===== src/rtl/esn_sequencer.sv =====
// rtl/esn_sequencer.sv - step sequencer for the integer echo state network
//
// Runs iNumSteps time steps. Each step is a reservoir update (RES phase) and,
// once the first WASHOUT steps are over, an interpreter readout (INT phase).
// Both phases finish on a ready handshake and are guarded by a watchdog.
//
// Ports:
//   iClk, iRst       clock and synchronous active-high reset
//   iStart           start request, only honoured in IDLE
//   iAbort           abort the run from any state
//   iNumSteps        step count, latched when a start is accepted
//   iResRdy/iIntRdy  phase-complete handshakes from the datapaths
//   oEnReserv        reservoir enable, high for the whole RES phase
//   oEnInterp        interpreter enable, high for the whole INT phase
//   oStep            0-based index of the current step
//   oBusy            high while in RES or INT
//   oDone            one-cycle pulse when a run completes
//   oErr             sticky watchdog error, cleared by abort or reset
module esn_sequencer #(
    parameter int STEP_W  = 16,
    parameter int WASHOUT = 4,
    parameter int TO_W    = 12,
    parameter int TIMEOUT = 4000
) (
    input  logic              iClk,
    input  logic              iRst,
    input  logic              iStart,
    input  logic              iAbort,
    input  logic [STEP_W-1:0] iNumSteps,
    input  logic              iResRdy,
    input  logic              iIntRdy,
    output logic              oEnReserv,
    output logic              oEnInterp,
    output logic [STEP_W-1:0] oStep,
    output logic              oBusy,
    output logic              oDone,
    output logic              oErr
);

    typedef enum logic [4:0] {
        S_IDLE = 5'b00001,
        S_RES  = 5'b00010,
        S_INT  = 5'b00100,
        S_DONE = 5'b01000,
        S_ERR  = 5'b10000
    } state_t;

    // One bit wider than the step index so any WASHOUT up to 2^STEP_W compares cleanly.
    localparam logic [STEP_W:0] WASH_EXT = (STEP_W+1)'(WASHOUT);
    localparam logic [TO_W-1:0] TO_LAST  = TO_W'(TIMEOUT - 1);

    state_t            state_q, state_d;
    logic [STEP_W-1:0] n_q, n_d;
    logic [STEP_W-1:0] step_q, step_d;
    logic [TO_W-1:0]   wd_q, wd_d;
    logic              en_res_q, en_res_d;
    logic              en_int_q, en_int_d;
    logic              busy_q, busy_d;
    logic              done_q, done_d;
    logic              err_q, err_d;

    logic              step_end;
    logic              last_step;
    logic              in_washout;

    assign last_step  = (step_q == n_q - STEP_W'(1));
    assign in_washout = ({1'b0, step_q} < WASH_EXT);

    always_comb begin
        state_d  = state_q;
        n_d      = n_q;
        step_d   = step_q;
        wd_d     = wd_q;
        en_res_d = 1'b0;
        en_int_d = 1'b0;
        err_d    = err_q;
        step_end = 1'b0;

        case (state_q)
            S_IDLE: begin
                if (iStart) begin
                    n_d    = iNumSteps;
                    step_d = '0;
                    wd_d   = '0;
                    if (iNumSteps == '0) begin
                        state_d = S_DONE;
                    end else begin
                        state_d  = S_RES;
                        en_res_d = 1'b1;
                    end
                end
            end
            S_RES: begin
                // Ready is checked before the watchdog so a late ready still wins.
                if (iResRdy) begin
                    wd_d = '0;
                    if (in_washout) begin
                        step_end = 1'b1;
                    end else begin
                        state_d  = S_INT;
                        en_int_d = 1'b1;
                    end
                end else if (wd_q == TO_LAST) begin
                    state_d = S_ERR;
                    err_d   = 1'b1;
                end else begin
                    en_res_d = 1'b1;
                    wd_d     = wd_q + TO_W'(1);
                end
            end
            S_INT: begin
                if (iIntRdy) begin
                    wd_d     = '0;
                    step_end = 1'b1;
                end else if (wd_q == TO_LAST) begin
                    state_d = S_ERR;
                    err_d   = 1'b1;
                end else begin
                    en_int_d = 1'b1;
                    wd_d     = wd_q + TO_W'(1);
                end
            end
            S_DONE: begin
                state_d = S_IDLE;
            end
            S_ERR: begin
                state_d = S_ERR;
            end
            default: begin
                state_d = S_IDLE;
            end
        endcase

        // Next step starts straight away in RES, no idle cycle in between.
        if (step_end) begin
            if (last_step) begin
                state_d = S_DONE;
            end else begin
                step_d   = step_q + STEP_W'(1);
                state_d  = S_RES;
                en_res_d = 1'b1;
            end
        end

        if (iAbort) begin
            state_d  = S_IDLE;
            step_d   = '0;
            wd_d     = '0;
            en_res_d = 1'b0;
            en_int_d = 1'b0;
            err_d    = 1'b0;
        end

        // Pulse and busy are derived from the final next state so abort suppresses both.
        done_d = (state_d == S_DONE);
        busy_d = (state_d == S_RES) || (state_d == S_INT);
    end

    always_ff @(posedge iClk) begin
        if (iRst) begin
            state_q  <= S_IDLE;
            n_q      <= '0;
            step_q   <= '0;
            wd_q     <= '0;
            en_res_q <= 1'b0;
            en_int_q <= 1'b0;
            busy_q   <= 1'b0;
            done_q   <= 1'b0;
            err_q    <= 1'b0;
        end else begin
            state_q  <= state_d;
            n_q      <= n_d;
            step_q   <= step_d;
            wd_q     <= wd_d;
            en_res_q <= en_res_d;
            en_int_q <= en_int_d;
            busy_q   <= busy_d;
            done_q   <= done_d;
            err_q    <= err_d;
        end
    end

    assign oEnReserv = en_res_q;
    assign oEnInterp = en_int_q;
    assign oStep     = step_q;
    assign oBusy     = busy_q;
    assign oDone     = done_q;
    assign oErr      = err_q;

endmodule


===== config.mk =====
export PLATFORM = sky130hd
export DESIGN_NAME = esn_sequencer
export DESIGN_NICKNAME = d
export VERILOG_FILES = /design/src/rtl/esn_sequencer.sv
export SDC_FILE = /design/constraint.sdc
export NUM_CORES = 1
export LEC_CHECK = 0
export ABC_AREA = 1
export ABC_CLOCK_PERIOD_IN_PS = 2100
export BUFFER_PORTS_ARGS = -buffer_cell sky130_fd_sc_hd__buf_2
export CORE_UTILIZATION = 35
export CTS_BUF_LIST = sky130_fd_sc_hd__clkbuf_2
export CTS_CLUSTER_DIAMETER = 40
export CTS_CLUSTER_SIZE = 14
export DETAILED_ROUTE_END_ITERATION = 12
export GPL_TIMING_DRIVEN = 1
export SLEW_MARGIN = 20
export SYNTH_ARGS = -nofsm -noshare
export SYNTH_HDL_FRONTEND = slang
export SYNTH_SLANG_ARGS = --single-unit

===== constraint.sdc =====
create_clock -name iClk -period 2.1 [get_ports iClk]
set_clock_uncertainty 0.15 [all_clocks]
set_input_delay 0.21 -clock iClk [delete_from_list [all_inputs] [get_ports iClk]]
set_output_delay 0.21 -clock iClk [all_outputs]
set_load 0.01 [all_outputs]

==> run summary, run 1 <==
By area the synthesized netlist is led by sky130_fd_sc_hd__dfxtp_1 (31%), sky130_fd_sc_hd__nand2_1 (18%), sky130_fd_sc_hd__nor2_1 (9.0%), sky130_fd_sc_hd__inv_1 (7.4%), sky130_fd_sc_hd__nand3_1 (5.1%). Summed over all cells, the static leakage comes to 0.00207 uW. The via count of the first global-routing pass is 3325. The height of the die is 101 um, and the total wire length is 9.53 mm. The worst path needs 2.12 ns of the cycle, external delays included. The number of different library cells used by synthesis comes to 39. Summed over all layers, the global routing overflow is 0. Layout-stage area growth over the synthesis result: 26.0%. The number of levels the H-tree was split into is 2. The worst flop-to-flop path startpoint was n_q[1]. In this run the critical register-to-register path is captured at oStep[12]. The first routing iteration left 199 violations. TritonCTS built the clock tree. Along the worst hold path, the cell count comes to 4. Dividing the synthesized area by the synthesized cell count gives 6.29 um^2. The final critical-path setup slack was -0.0224 ns; the area inside the core boundary was 0.00942 mm^2.

Once placement finished, the instance area stood at 0.00390 mm^2. In this run the remaining antenna-violating nets after routing total 0. The destination of the worst hold path is n_q[12]. For this block, the via count after detailed routing is 3603.

The DRC violation count after routing was 0; the required time of the worst setup path was 2.31 ns. The initial antenna violation count was 0; the number of synthesized register bits was 54. The count of final max-slew check failures is 0. Once layout is complete, the utilization of the core stands at 46.4%.

The tools report the number of antenna repair diodes as 0. In this run the clock root is driven by a sky130_fd_sc_hd__clkbuf_2. The tools report the startpoint of the worst hold path as iNumSteps[12].

Data on the critical path arrives at its endpoint at 2.33 ns. Routability-driven placement finished with a final weighted congestion of 0.897. Worst-skew pair later-pin latency: 0.47 ns. The finished cells cover 0.00436 mm^2.

The post-route netlist has 20.6% of its cells at a drive strength greater than 1. In this run the worst path has a maximum fanout of 7. Estimated wirelength of the detail-placed design: 6.75 mm. The number of buffers between clock root and the deepest sink was 2. The number of clock buffers added by TritonCTS is 5. After layout, the worst path uses 101% of the clock period. After technology mapping, the gate count stands at 551.

In this run the power density over the cells is 490 mW/mm^2. In the final design database the tool counted 656 nets. The die covers 0.0103 mm^2. The tool flagged a number of max-cap violations equal to 0. The CTS sink count came out at 54.

The post-synthesis net count was 576. Once the floorplan was initialized, standard cells occupied 36.8% of the core. The class of the most critical setup path was register to register. Row generation in the floorplan step produced 35 rows. The final reports fail on negative setup slack. Setup repair after global routing could not meet its margin everywhere. The worst supply voltage drop on vdd is 0.000229 V, and the average routed wire per standard cell is 12.5 um. Transition at the pin with the smallest max-transition slack: 0.402 ns. Prior to clock tree synthesis, the placed netlist has a worst setup slack of -0.00808 ns.

The worst min-delay path category was input pin to register. Setup slack on the worst reg-to-reg path comes out at -0.02 ns. The timing-limited maximum frequency is 0.471 GHz, and the number of synthesized flops with an enable pin is 0.

The logs give 15.8 mm for the global-route wire length before repair and 43 for the number of ports placed on the die boundary. The tools report the total chip power as 2140 uW. The number of hold violations in the final report is 0. Cell type contributing the most total cell area after synthesis: sky130_fd_sc_hd__dfxtp_1. By count the netlist is led by sky130_fd_sc_hd__nand2_1 (167), sky130_fd_sc_hd__nor2_1 (83), sky130_fd_sc_hd__inv_1 (68), sky130_fd_sc_hd__dfxtp_1 (54), sky130_fd_sc_hd__nand3_1 (35).

For the mapped cell area, the log shows 0.00346 mm^2. Detailed-routing iteration count for the pre-antenna-repair pass: 4. The worst setup path is launched from a register.

The tools report the total setup violations reported at the end of the flow as 4. Using the TritonRoute via totals, the vias-per-cell ratio works out to 4.74. The dominant cell by count in the synthesized netlist is sky130_fd_sc_hd__nand2_1. After synthesis, the share of flip-flops with an asynchronous set or reset is 0%.

After synthesis, the largest area contributor takes up 31.2% of total cell area. The most used flip-flop cell after synthesis is sky130_fd_sc_hd__dfxtp_1. In this run the tool buffered the top-level ports with 42 buffer cells. Across all hold checks on the routed design, the worst slack comes to 0.352 ns. The flow ran to the end, but the final reports show violations. In this run the horizontal extent of the chip is 101 um. The worst setup path is captured at a register. Sequential cells were found to cover 31.2% of the synthesized design area. For this run, the number of Yosys warnings is 0.

Entering global routing, the biggest net connects 39 pins. Clock-pin slew was measured on the worst setup and hold paths at 0.31 ns. For this run, the total global-route usage over all layers was measured as 19.4%.

The tools report the worst slew slack as a fraction of its limit as 73.0%. The worst-case reg-to-reg path depth was 13.
## sequential cells by signal (all words and copies together) (netlist names)
register	count
oEnReserv	1
oEnInterp	1
n_q	16
wd_q	12
state_q	5
oErr	1
oStep	16
oDone	1
oBusy	1
## per-layer routing
| layer | routed length, um | vias to the layer above | global-route usage (%) |
|---|---|---|---|
| li1 | - | 1896 | - |
| met1 | 4640 | 1620 | 26.0 |
| met2 | 4400 | 75 | 32.7 |
| met3 | 376 | 12 | 2.83 |
| met4 | 122 | 0 | 4.79 |
| met5 | 0 | - | 0 |
## through the flow
step,TNS (ns),cells
2_1_floorplan,0,551
3_3_place_gp,0,724
3_5_place_dp,-0.0196,724
4_1_cts,-0.434,757
5_1_grt,-3.49,760
6_report,-0.0487,760
## placed cells by master (no fill, tap or decap), drive strengths merged
master,netlist,routed
nand2,172,176
nor2,94,94
inv,70,70
buf,7,64
dfxtp,54,54
nand3,36,36
a21oi,22,22
dlygate4sd3,0,21
xor2,17,17
xnor2,11,11
a211oi,9,9
nor4,9,9
nor3,8,8
nand4,6,6
nand3b,6,6
o21ai,6,6
clkbuf,9,5
ha,3,3
o211ai,2,2
and3,2,2
or2,2,2
clkinv,1,2
a41oi,1,1
a31oi,1,1
a221oi,1,1
a31o,1,1
o22ai,1,1
bufinv,0,1
## worst max-delay path by stage
stage | from | to | slack, ns | depth (start not counted)
after floorplan | oStep[0] | oStep[10] | 0.08 | 10
after global placement | n_q[0] | oStep[6] | 0.05 | 16
after detailed placement | n_q[1] | oStep[12] | -0.008 | 17
after CTS | n_q[1] | oStep[15] | -0.05 | 17
after global routing | oStep[2] | oStep[12] | -0.22 | 8
final | n_q[1] | oStep[12] | -0.02 | 13
## worst max-delay path: stages, from the launching register on
cell,delay [ns]
sky130_fd_sc_hd__dfxtp_2,0.40
sky130_fd_sc_hd__buf_4,0.13
sky130_fd_sc_hd__nor2_2,0.14
sky130_fd_sc_hd__nand2_4,0.10
sky130_fd_sc_hd__nor2_4,0.18
sky130_fd_sc_hd__nand3_1,0.10
sky130_fd_sc_hd__nand2_1,0.09
sky130_fd_sc_hd__nand3_1,0.13
sky130_fd_sc_hd__nor2_4,0.21
sky130_fd_sc_hd__nand2_8,0.13
sky130_fd_sc_hd__nand2_8,0.12
sky130_fd_sc_hd__nand2_2,0.05
sky130_fd_sc_hd__nand2_1,0.05
sky130_fd_sc_hd__nor2_1,0.04
## timing repair
item                       4_1_cts  5_1_grt
setup buffers                    2        2
pin swaps                        4       13
gates resized for setup         12       28
setup endpoints to repair       13       28
hold endpoints to repair        21        0
hold buffers                    21        0
cloned                           3        1
## report_power, final
part	switching (uW)	internal (uW)
Sequential	32.4	1060
Clock	351	197
Combinational	302	194
## kinds of logic (layout without fill, tap and decap cells)
| logic type | Yosys count | count (layout) | synth area share (%) |
|---|---|---|---|
| xor+xnor | 28 | 28 | 7.08 |
| flops | 54 | 54 | 31.2 |
| buf+inv | 87 | 163 | 10.2 |
| fa+ha+maj | 3 | 3 | 1.08 |
| simple gates | 335 | 339 | 42.6 |
| compound gates | 44 | 44 | 7.84 |
## cell type report
class	instances	area, um^2
fillers	970	5050
inverters	71	267
well taps	129	161
clock inverters	2	38.8
flip-flops and latches	54	1090
clock buffers	5	25.0
multi-input cells	414	2190
repair buffers	85	598
Note: power is estimated with default switching activity, not from simulation.
==> run 2, diff against run 1 <==
--- a/config.mk
+++ b/config.mk
@@ -6,7 +6,7 @@
 export NUM_CORES = 1
 export LEC_CHECK = 0
 export ABC_AREA = 1
-export ABC_CLOCK_PERIOD_IN_PS = 2100
+export ABC_CLOCK_PERIOD_IN_PS = 2200
 export BUFFER_PORTS_ARGS = -buffer_cell sky130_fd_sc_hd__buf_2
 export CORE_UTILIZATION = 35
 export CTS_BUF_LIST = sky130_fd_sc_hd__clkbuf_2
==> constraint.sdc (replaced) <==
create_clock -name iClk -period 2.2 [get_ports iClk]
set_clock_uncertainty 0.15 [all_clocks]
set_input_delay 0.22 -clock iClk [delete_from_list [all_inputs] [get_ports iClk]]
set_output_delay 0.22 -clock iClk [all_outputs]
set_load 0.01 [all_outputs]
==> run summary, run 2 (same netlist as run 1, synthesis figures left out) <==
At the worst endpoint, the arrival time is 2.40 ns. Routability-driven placement finished with a final weighted congestion of 0.823. The die covers 0.0103 mm^2.

For this block, the routed nets add up to 9.29 mm of wire. The worst hold path was traced through 2 stages. 43 I/O pins were placed. The signal on the critical path passes through inv_2 -> ha_4 -> inv_2 -> nand2_1 -> nand2_1 -> nor2_1 -> nand2_1 -> nor2_1 -> nand2_1 -> nor2_1 -> nand2_1 -> nor2_4 -> buf_4 -> nand2_4 -> a21oi_1 -> nor2_1. In the layout the commonest cells are sky130_fd_sc_hd__nand2_1 (162), sky130_fd_sc_hd__nor2_1 (82), sky130_fd_sc_hd__inv_1 (64). The max capacitance violation total was 0; the port buffer count was 42. Net switching is 34.4% of the power. For the cell-internal power, the log shows 1260 uW.

Clock tree synthesis found a total of 54 sinks. After floorplanning, the core was sized to cover 0.00942 mm^2. Global routing finished with a remaining overflow of 0.

Worst-case register-to-register setup slack: 0.04 ns. STA classifies the critical path endpoint as a register. TritonCTS built the clock tree. The worst hold path belongs to the class register to register.

In this run the static leakage power is 0.00205 uW. The area of placed instances is 0.00388 mm^2. The worst hold path terminates at n_q[15]. The repair_antennas step left the layout with diodes totalling 0. Entering global routing, the biggest net connects 39 pins.

Among cell families on the critical path, the largest total delay comes from simple AND/OR/NAND/NOR gates. In this run the critical register-to-register path is launched from n_q[1]. The logs give 23.0% for the relative contribution of combinational cells to total power and 2 for the number of buffers between clock root and the deepest sink. The most common cell after layout, fill and taps aside was sky130_fd_sc_hd__nand2_1. Global routing consumed, over all layers together, 18.9% of the routing resources. The die is 101 um tall. The logs give 22.6% for the clock network fraction of design power and 0 for the total setup violations reported at the end of the flow. Once the floorplan was initialized, standard cells occupied 36.8% of the core. The flow ran to the end, and the final reports show no timing, DRC or antenna violations. For the worst-skew pair later-pin latency, the log shows 0.46 ns. Once detail routing completed, the nets flagged for antenna violations numbered 0. For the vias after detailed routing, the log shows 3626. Buffers inserted during clock tree synthesis total 5. For this run, the slowest stage of the critical path takes 0.42 ns.

Setup slack on the critical path of the routed design comes to 0.0445 ns. For the pin with the worst max-slew slack, the measured transition is 0.401 ns. For this block, the initial DRC count from the detailed router was 206. At the worst endpoint, the required time is 2.44 ns.

The worst-case reg-to-reg path depth works out to 16. CTS built an H-tree with a depth of 2. In the final timing run, aggregate negative setup slack is 0 ns. Derived from the worst setup path, the maximum achievable clock frequency is 0.464 GHz.

IR analysis of the VDD net gives a maximum drop of 0.000209 V. The part of the total power dissipated in sequential elements was 54.4%; the global-route wire length before repair was 15.6 mm. The switching power total came out at 659 uW. The cell occurring most often along the worst timing path is sky130_fd_sc_hd__nand2_1. The tools report the DRC violation count after routing as 0.

In this run the core area contains 35 standard-cell rows. In this run the most critical hold path is launched from n_q[15]. The multi-input combinational cells in the finished layout cover a total of 0.00215 mm^2.

The final layout contains 654 nets. The average routed wire per standard cell came out at 12.2 um. For this design, the slowest cell found on the critical path is sky130_fd_sc_hd__dfxtp_2. Dividing total power by cell area gives a power density of 449 mW/mm^2. The largest driver fanout on the critical path works out to 6. The count of final max-slew check failures is 0. The area growth from synthesis to layout is 23.4%. The critical path contains buffers and inverters numbering 3 combined.

For this run, the share of the core covered by cells in the final layout is 45.4%. Across the whole layout, storage elements account for 0.00108 mm^2. The logs give 73.3% for the worst slew slack as a fraction of its limit and 4 for the detailed-routing iteration count for the pre-antenna-repair pass.

Of the available clock period, the critical path in the final layout requires 98.0%. The die is 101 um wide. The clock period could shrink to 2.16 ns.

The post-route netlist has 17.6% of its cells at a drive strength greater than 1. The tools report the reg-to-reg endpoint as oStep[9]. With fillers left out, the area of the finished cells amounts to 0.00427 mm^2. The minimum setup slack after placement is 0.0358 ns, and the clock transition time at the flip-flop clock pins of the worst setup and hold paths is 0.31 ns. The cell at the root of the clock tree was sky130_fd_sc_hd__clkbuf_2. The run gives 0 as the number of hold violations in the final report.

Via count of the first global-routing pass: 3401. Setup repair after global routing could not meet its margin everywhere. The class of the most critical setup path is register to register. After filler insertion, the fill cell instance count of the layout stands at 992. Initial antenna violation count: 0.

STA classifies the critical path startpoint as a register. Once detailed placement completed, the half-perimeter wirelength came to 6.78 mm. In the routed layout, each cell is associated on average with a via count of 4.78.
## run 2: cell count changes in the layout (fill, tap and decap cells not counted), sizes merged
cell,delta
bufinv,-1
clkinvlp,+1
inv,+1
buf,-2
## run 2: layout make-up
cell class | instances | area share [%]
flip-flops and latches | 54 | 25.4
clock inverters | 3 | 0.468
well taps | 129 | 3.78
repair buffers | 83 | 13.3
clock buffers | 5 | 0.585
multi-input cells | 414 | 50.2
inverters | 71 | 6.24
## run 2: layer usage
| layer | vias up | part of all wire, % | track usage [%] |
|---|---|---|---|
| met3 | 4 | 3.4 | 2.35 |
| met5 | - | 0 | 0 |
| met1 | 1655 | 50 | 26.0 |
| li1 | 1897 | - | - |
| met2 | 70 | 46 | 31.5 |
| met4 | 0 | 0.66 | 4.35 |
## run 2: worst max path at each step
stage,cells after the start,end,slack [ns],from
4_1_cts,13,oStep[15],-0.002,n_q[0]
2_1_floorplan,10,oStep[10],0.18,oStep[0]
3_5_place_dp,13,oStep[6],0.04,n_q[0]
6_report,16,oStep[9],0.04,n_q[1]
5_1_grt,17,oStep[1],-0.07,n_q[1]
3_3_place_gp,17,oStep[6],0.08,n_q[1]
## run 2: repair_timing
| item | in CTS | in global routing |
|---|---|---|
| hold endpoints to repair | 21 | 1 |
| setup buffers | 0 | 2 |
| gates cloned | 1 | 3 |
| hold buffers | 20 | 1 |
| setup endpoints to repair | 2 | 27 |
| gates resized for setup | 1 | 19 |
| pin swaps | 1 | 5 |
## run 2: tightest hold or removal path, cell delays in order (launching register included)
cell	delay, ns
sky130_fd_sc_hd__dfxtp_1	0.40
sky130_fd_sc_hd__nand2_1	0.06
sky130_fd_sc_hd__a21oi_1	0.05
## run 2: power by group through the flow
stage                     Combinational, uW  Sequential, uW  Clock, uW
after global placement                  378            1060          0
after floorplan                         289            1050          0
final                                   441            1040        434
after CTS                               414            1040        443
after detailed placement                384            1060          0
after global routing                    499            1050        476
## run 2: per-stage QoR
stage          total power, uW  cells  hold WS (ns)
6_report                  1920    759         0.353
5_1_grt                   2030    759         0.365
4_1_cts                   1900    753       0.00126
2_1_floorplan             1340    551         0.219
3_3_place_gp              1440    724         0.314
3_5_place_dp              1440    724         0.322
==> run 3, diff against run 2 <==
--- a/config.mk
+++ b/config.mk
@@ -5,7 +5,7 @@
 export SDC_FILE = /design/constraint.sdc
 export NUM_CORES = 1
 export LEC_CHECK = 0
-export ABC_AREA = 1
+export ABC_AREA = 0
 export ABC_CLOCK_PERIOD_IN_PS = 2200
 export BUFFER_PORTS_ARGS = -buffer_cell sky130_fd_sc_hd__buf_2
 export CORE_UTILIZATION = 35
@@ -14,6 +14,7 @@
 export CTS_CLUSTER_SIZE = 14
 export DETAILED_ROUTE_END_ITERATION = 12
 export GPL_TIMING_DRIVEN = 1
+export REMOVE_ABC_BUFFERS = 1
 export SLEW_MARGIN = 20
 export SYNTH_ARGS = -nofsm -noshare
 export SYNTH_HDL_FRONTEND = slang
==> run summary, run 3 <==
The final reports fail on negative setup slack. The cell count after synthesis came out at 398. Most used flip-flop cell after synthesis: sky130_fd_sc_hd__dfxtp_1.

For the DRC violation count after routing, the log shows 0. The final critical-path setup slack is -0.451 ns. On the critical path, the stage with the largest delay is an instance of sky130_fd_sc_hd__or4b_4. Of the synthesized area, sequential elements account for 34.5%.

The worst setup path is captured at a register. In this run the tightest slew margin relative to its limit is 66.9%. The number of hold violations in the final report is 0. Final setup TNS: -8.23 ns.

The die width came out at 96.6 um. Summing all non-filler instances in the final layout gives an area of 0.00450 mm^2. The area inside the core boundary was 0.00868 mm^2; the average vias per placed instance was 5.35.

Counting along the longest clock path gives a buffer depth of 2. The total CTS buffers is 5. The flow ran to the end, but the final reports show violations. Setup violations remaining at the end of the flow were counted as 21. The clock reaches the later pin of the worst-skew pair after 0.45 ns. In this run the static leakage power is 0.00182 uW.

At the pin with the least slew margin, the transition time is 0.493 ns. The run gives 0 as the count of final max-slew check failures. For this run, the top clock speed supported by timing is 0.377 GHz.

In the post-synthesis netlist, the biggest area contributors are sky130_fd_sc_hd__dfxtp_1 (34%), sky130_fd_sc_hd__nand2_1 (6.7%), sky130_fd_sc_hd__a21oi_1 (5.9%), sky130_fd_sc_hd__nor2_1 (3.5%), sky130_fd_sc_hd__xnor2_1 (3.4%). Total power density per cell area: 455 mW/mm^2. The remaining number of nets flagged by the antenna check after routing is 0, and the count of different cell masters after synthesis is 60. Global-route wire length before repair: 15.3 mm. The estimated wirelength of the detail-placed design came out at 6.46 mm. The kind of cell adding the most delay to the critical path is simple AND/OR/NAND/NOR gates. Averaged over all synthesized cells, the footprint is 7.88 um^2. The logs give 0.00387 mm^2 for the area of placed instances and 54 for the CTS sink count. The port buffer count was 42; the largest driver fanout on the critical path was 7. Number of synthesized flops with an enable pin: 0. Walking the worst path, the cells encountered are buf_6 -> nor3_4 -> buf_6 -> and3_1 -> or4b_4 -> nor4_4 -> a41o_4 -> buf_16 -> buf_4 -> nand3_2 -> a21oi_1. The area share of the leading cell type in the synthesized netlist came out at 34.5%.

Counting both buffers and inverters, the worst setup path holds a total of 4. Max-cap violations in this run came to 0. Dominant cell by count in the synthesized netlist: sky130_fd_sc_hd__nand2_1. For this run, asynchronously set or reset flops after synthesis account for 0%. The number of synthesized register bits came out at 54. The tools report the initial antenna violation count as 0.

The fraction of layout instances using a drive strength above 1 is 33.8%, and the total wire length is 9.09 mm. The library cell used most frequently in the layout, excluding fill and tap cells, is sky130_fd_sc_hd__buf_4. The final weighted congestion of routability-driven global placement came out at 0.827. In this run, the number of DRC markers left after iteration 0 of detailed routing was 156.

Height of the die: 96.6 um. The cell that appears most often on the critical path is sky130_fd_sc_hd__buf_6. The clock transition time at the flip-flop clock pins of the worst setup and hold paths was 0.29 ns. TritonCTS built the clock tree.

The number of antenna diodes in the final layout is 0. The final critical path takes up 121% of the cycle. The minimum clock period after layout was 2.65 ns; the number of levels the H-tree was split into was 2.

Setup repair after global routing could not meet its margin everywhere. The detailed-routing iteration count for the pre-antenna-repair pass was 4. The layout-stage area growth over the synthesis result was 43.4%.

The remaining global-route overflow is 0, and the effective utilization at floorplan is 36.1%. Cell type contributing the most total cell area after synthesis: sky130_fd_sc_hd__dfxtp_1. The floorplan has 34 rows. The maximum number of pins on one net before global-route repair came out at 31. The path class of the tightest hold or removal check is input pin to register. The total of warnings raised by yosys was 0. For the required time of the worst setup path, the log shows 2.43 ns. Overall fraction of global-route tracks in use: 19.6%. The average routed wire per standard cell was 14.4 um; the number of filler instances in the final layout was 851. The worst-case IR drop observed on VDD is 0.000245 V.

The worst setup path is of the register to register kind. The number of ports placed on the die boundary came out at 43. Leaving out fill and tap cells, the most frequent cells in the layout are sky130_fd_sc_hd__buf_4 (63), sky130_fd_sc_hd__nand2_1 (54), sky130_fd_sc_hd__dfxtp_1 (47). STA puts the critical path data arrival time at 2.89 ns.

STA classifies the critical path startpoint as a register. The cell at the root of the clock tree is sky130_fd_sc_hd__clkbuf_2. In this run the cell area of the synthesized design comes to 0.00313 mm^2. The run gives 3365 as the vias after detailed routing. By count the netlist is led by sky130_fd_sc_hd__nand2_1 (56), sky130_fd_sc_hd__dfxtp_1 (54), sky130_fd_sc_hd__a21oi_1 (37), sky130_fd_sc_hd__nor2_1 (29), sky130_fd_sc_hd__nand3_1 (15).

For the via count of the first global-routing pass, the log shows 3279. In the final design database the tool counted 545 nets. The largest stage delay on the critical path came out at 0.56 ns. The run gives 0.00934 mm^2 as the floorplan die area.
==> run 3: cell count changes after synthesis, sizes merged, moves of 6 or more <==
cell / change
xor2: -11
or3: +7
nand2: -116
inv: -60
nor2: -65
nor2b: +6
a21oi: +15
a21o: +7
and3: +7
nand2b: +8
o21ai: +9
nand3: -20
==> run 3: worst reg2reg max path, cell delays in order (launching register included) <==
cell and delay (ns):
sky130_fd_sc_hd__dfxtp_2 0.41, sky130_fd_sc_hd__buf_6 0.12, sky130_fd_sc_hd__nor3_4 0.05, sky130_fd_sc_hd__buf_6 0.11, sky130_fd_sc_hd__and3_1 0.15, sky130_fd_sc_hd__or4b_4 0.56, sky130_fd_sc_hd__nor4_4 0.32, sky130_fd_sc_hd__a41o_4 0.33
sky130_fd_sc_hd__buf_16 0.13, sky130_fd_sc_hd__buf_4 0.10, sky130_fd_sc_hd__nand3_2 0.04, sky130_fd_sc_hd__a21oi_1 0.12
==> run 3: power breakdown <==
part           internal [uW]  switching, uW  leakage (uW)
Combinational            251            228       0.00133
Sequential              1010           25.2      0.000441
Clock                    199            338     0.0000436
==> run 3: through the flow <==
stage | util, % | instances | hold WS, ns | total power (uW) | setup slack [ns]
floorplan | - | 377 | 0.139 | 1260 | -0.637
global placement | 44.6 | 592 | 0.301 | 1400 | -0.495
detailed placement | 44.6 | 592 | 0.312 | 1410 | -0.527
CTS | 50.4 | 626 | 0.00815 | 2040 | -0.392
global route | 51.8 | 629 | 0.0196 | 2160 | -0.575
finish | 51.8 | 629 | 0.0414 | 2050 | -0.451
==> run 3: routing by layer <==
layer  vias to the layer above  wire length, um  track usage, %
met2                        54             4530            34.3
met5                         -                0               0
li1                       1696                -               -
met3                         4              362            3.32
met4                         0               44            4.48
met1                      1611             4150            25.2
==> run 3: cells by family (layout without fill, tap and decap cells) <==
family / Yosys count / after routing / share of synthesized area, %
compound gates: 106 / 106 / 22.0
mux: 1 / 1 / 0.359
fa+ha+maj: 3 / 3 / 1.20
flops: 54 / 54 / 34.5
xor+xnor: 19 / 19 / 5.75
simple gates: 184 / 184 / 31.3
buf+inv: 31 / 154 / 4.83
==> run 3: timing repair <==
item | CTS | global route
gates resized for setup | 44 | 21
buffers inserted | 5 | 4
endpoints found under the setup margin | 21 | 27
hold buffers | 20 | 0
pin swaps | 36 | 16
cloned | 1 | 0
endpoints found under the hold margin | 23 | 0
==> run 3: final cells by class <==
type	instances	area, um^2	area share [%]
sequential	54	1090	24.4
inverter	10	37.5	0.835
clock buffer	5	25.0	0.557
multi-input combinational	313	2120	47.2
tap	108	135	3.01
timing repair buffer	136	1030	23.0
clock inverter	3	47.5	1.06
==> run 3: worst paths after layout <==
| kind | startpoint | end | slack, ns | cells past startpoint |
|---|---|---|---|---|
| max | n_q[0] | oStep[1] | -0.45 | 11 |
| min | iIntRdy | state_q[2] | 0.04 | 4 |
| max reg2reg | n_q[0] | oStep[1] | -0.45 | 11 |
| min reg2reg | n_q[15] | n_q[15] | 0.34 | 2 |
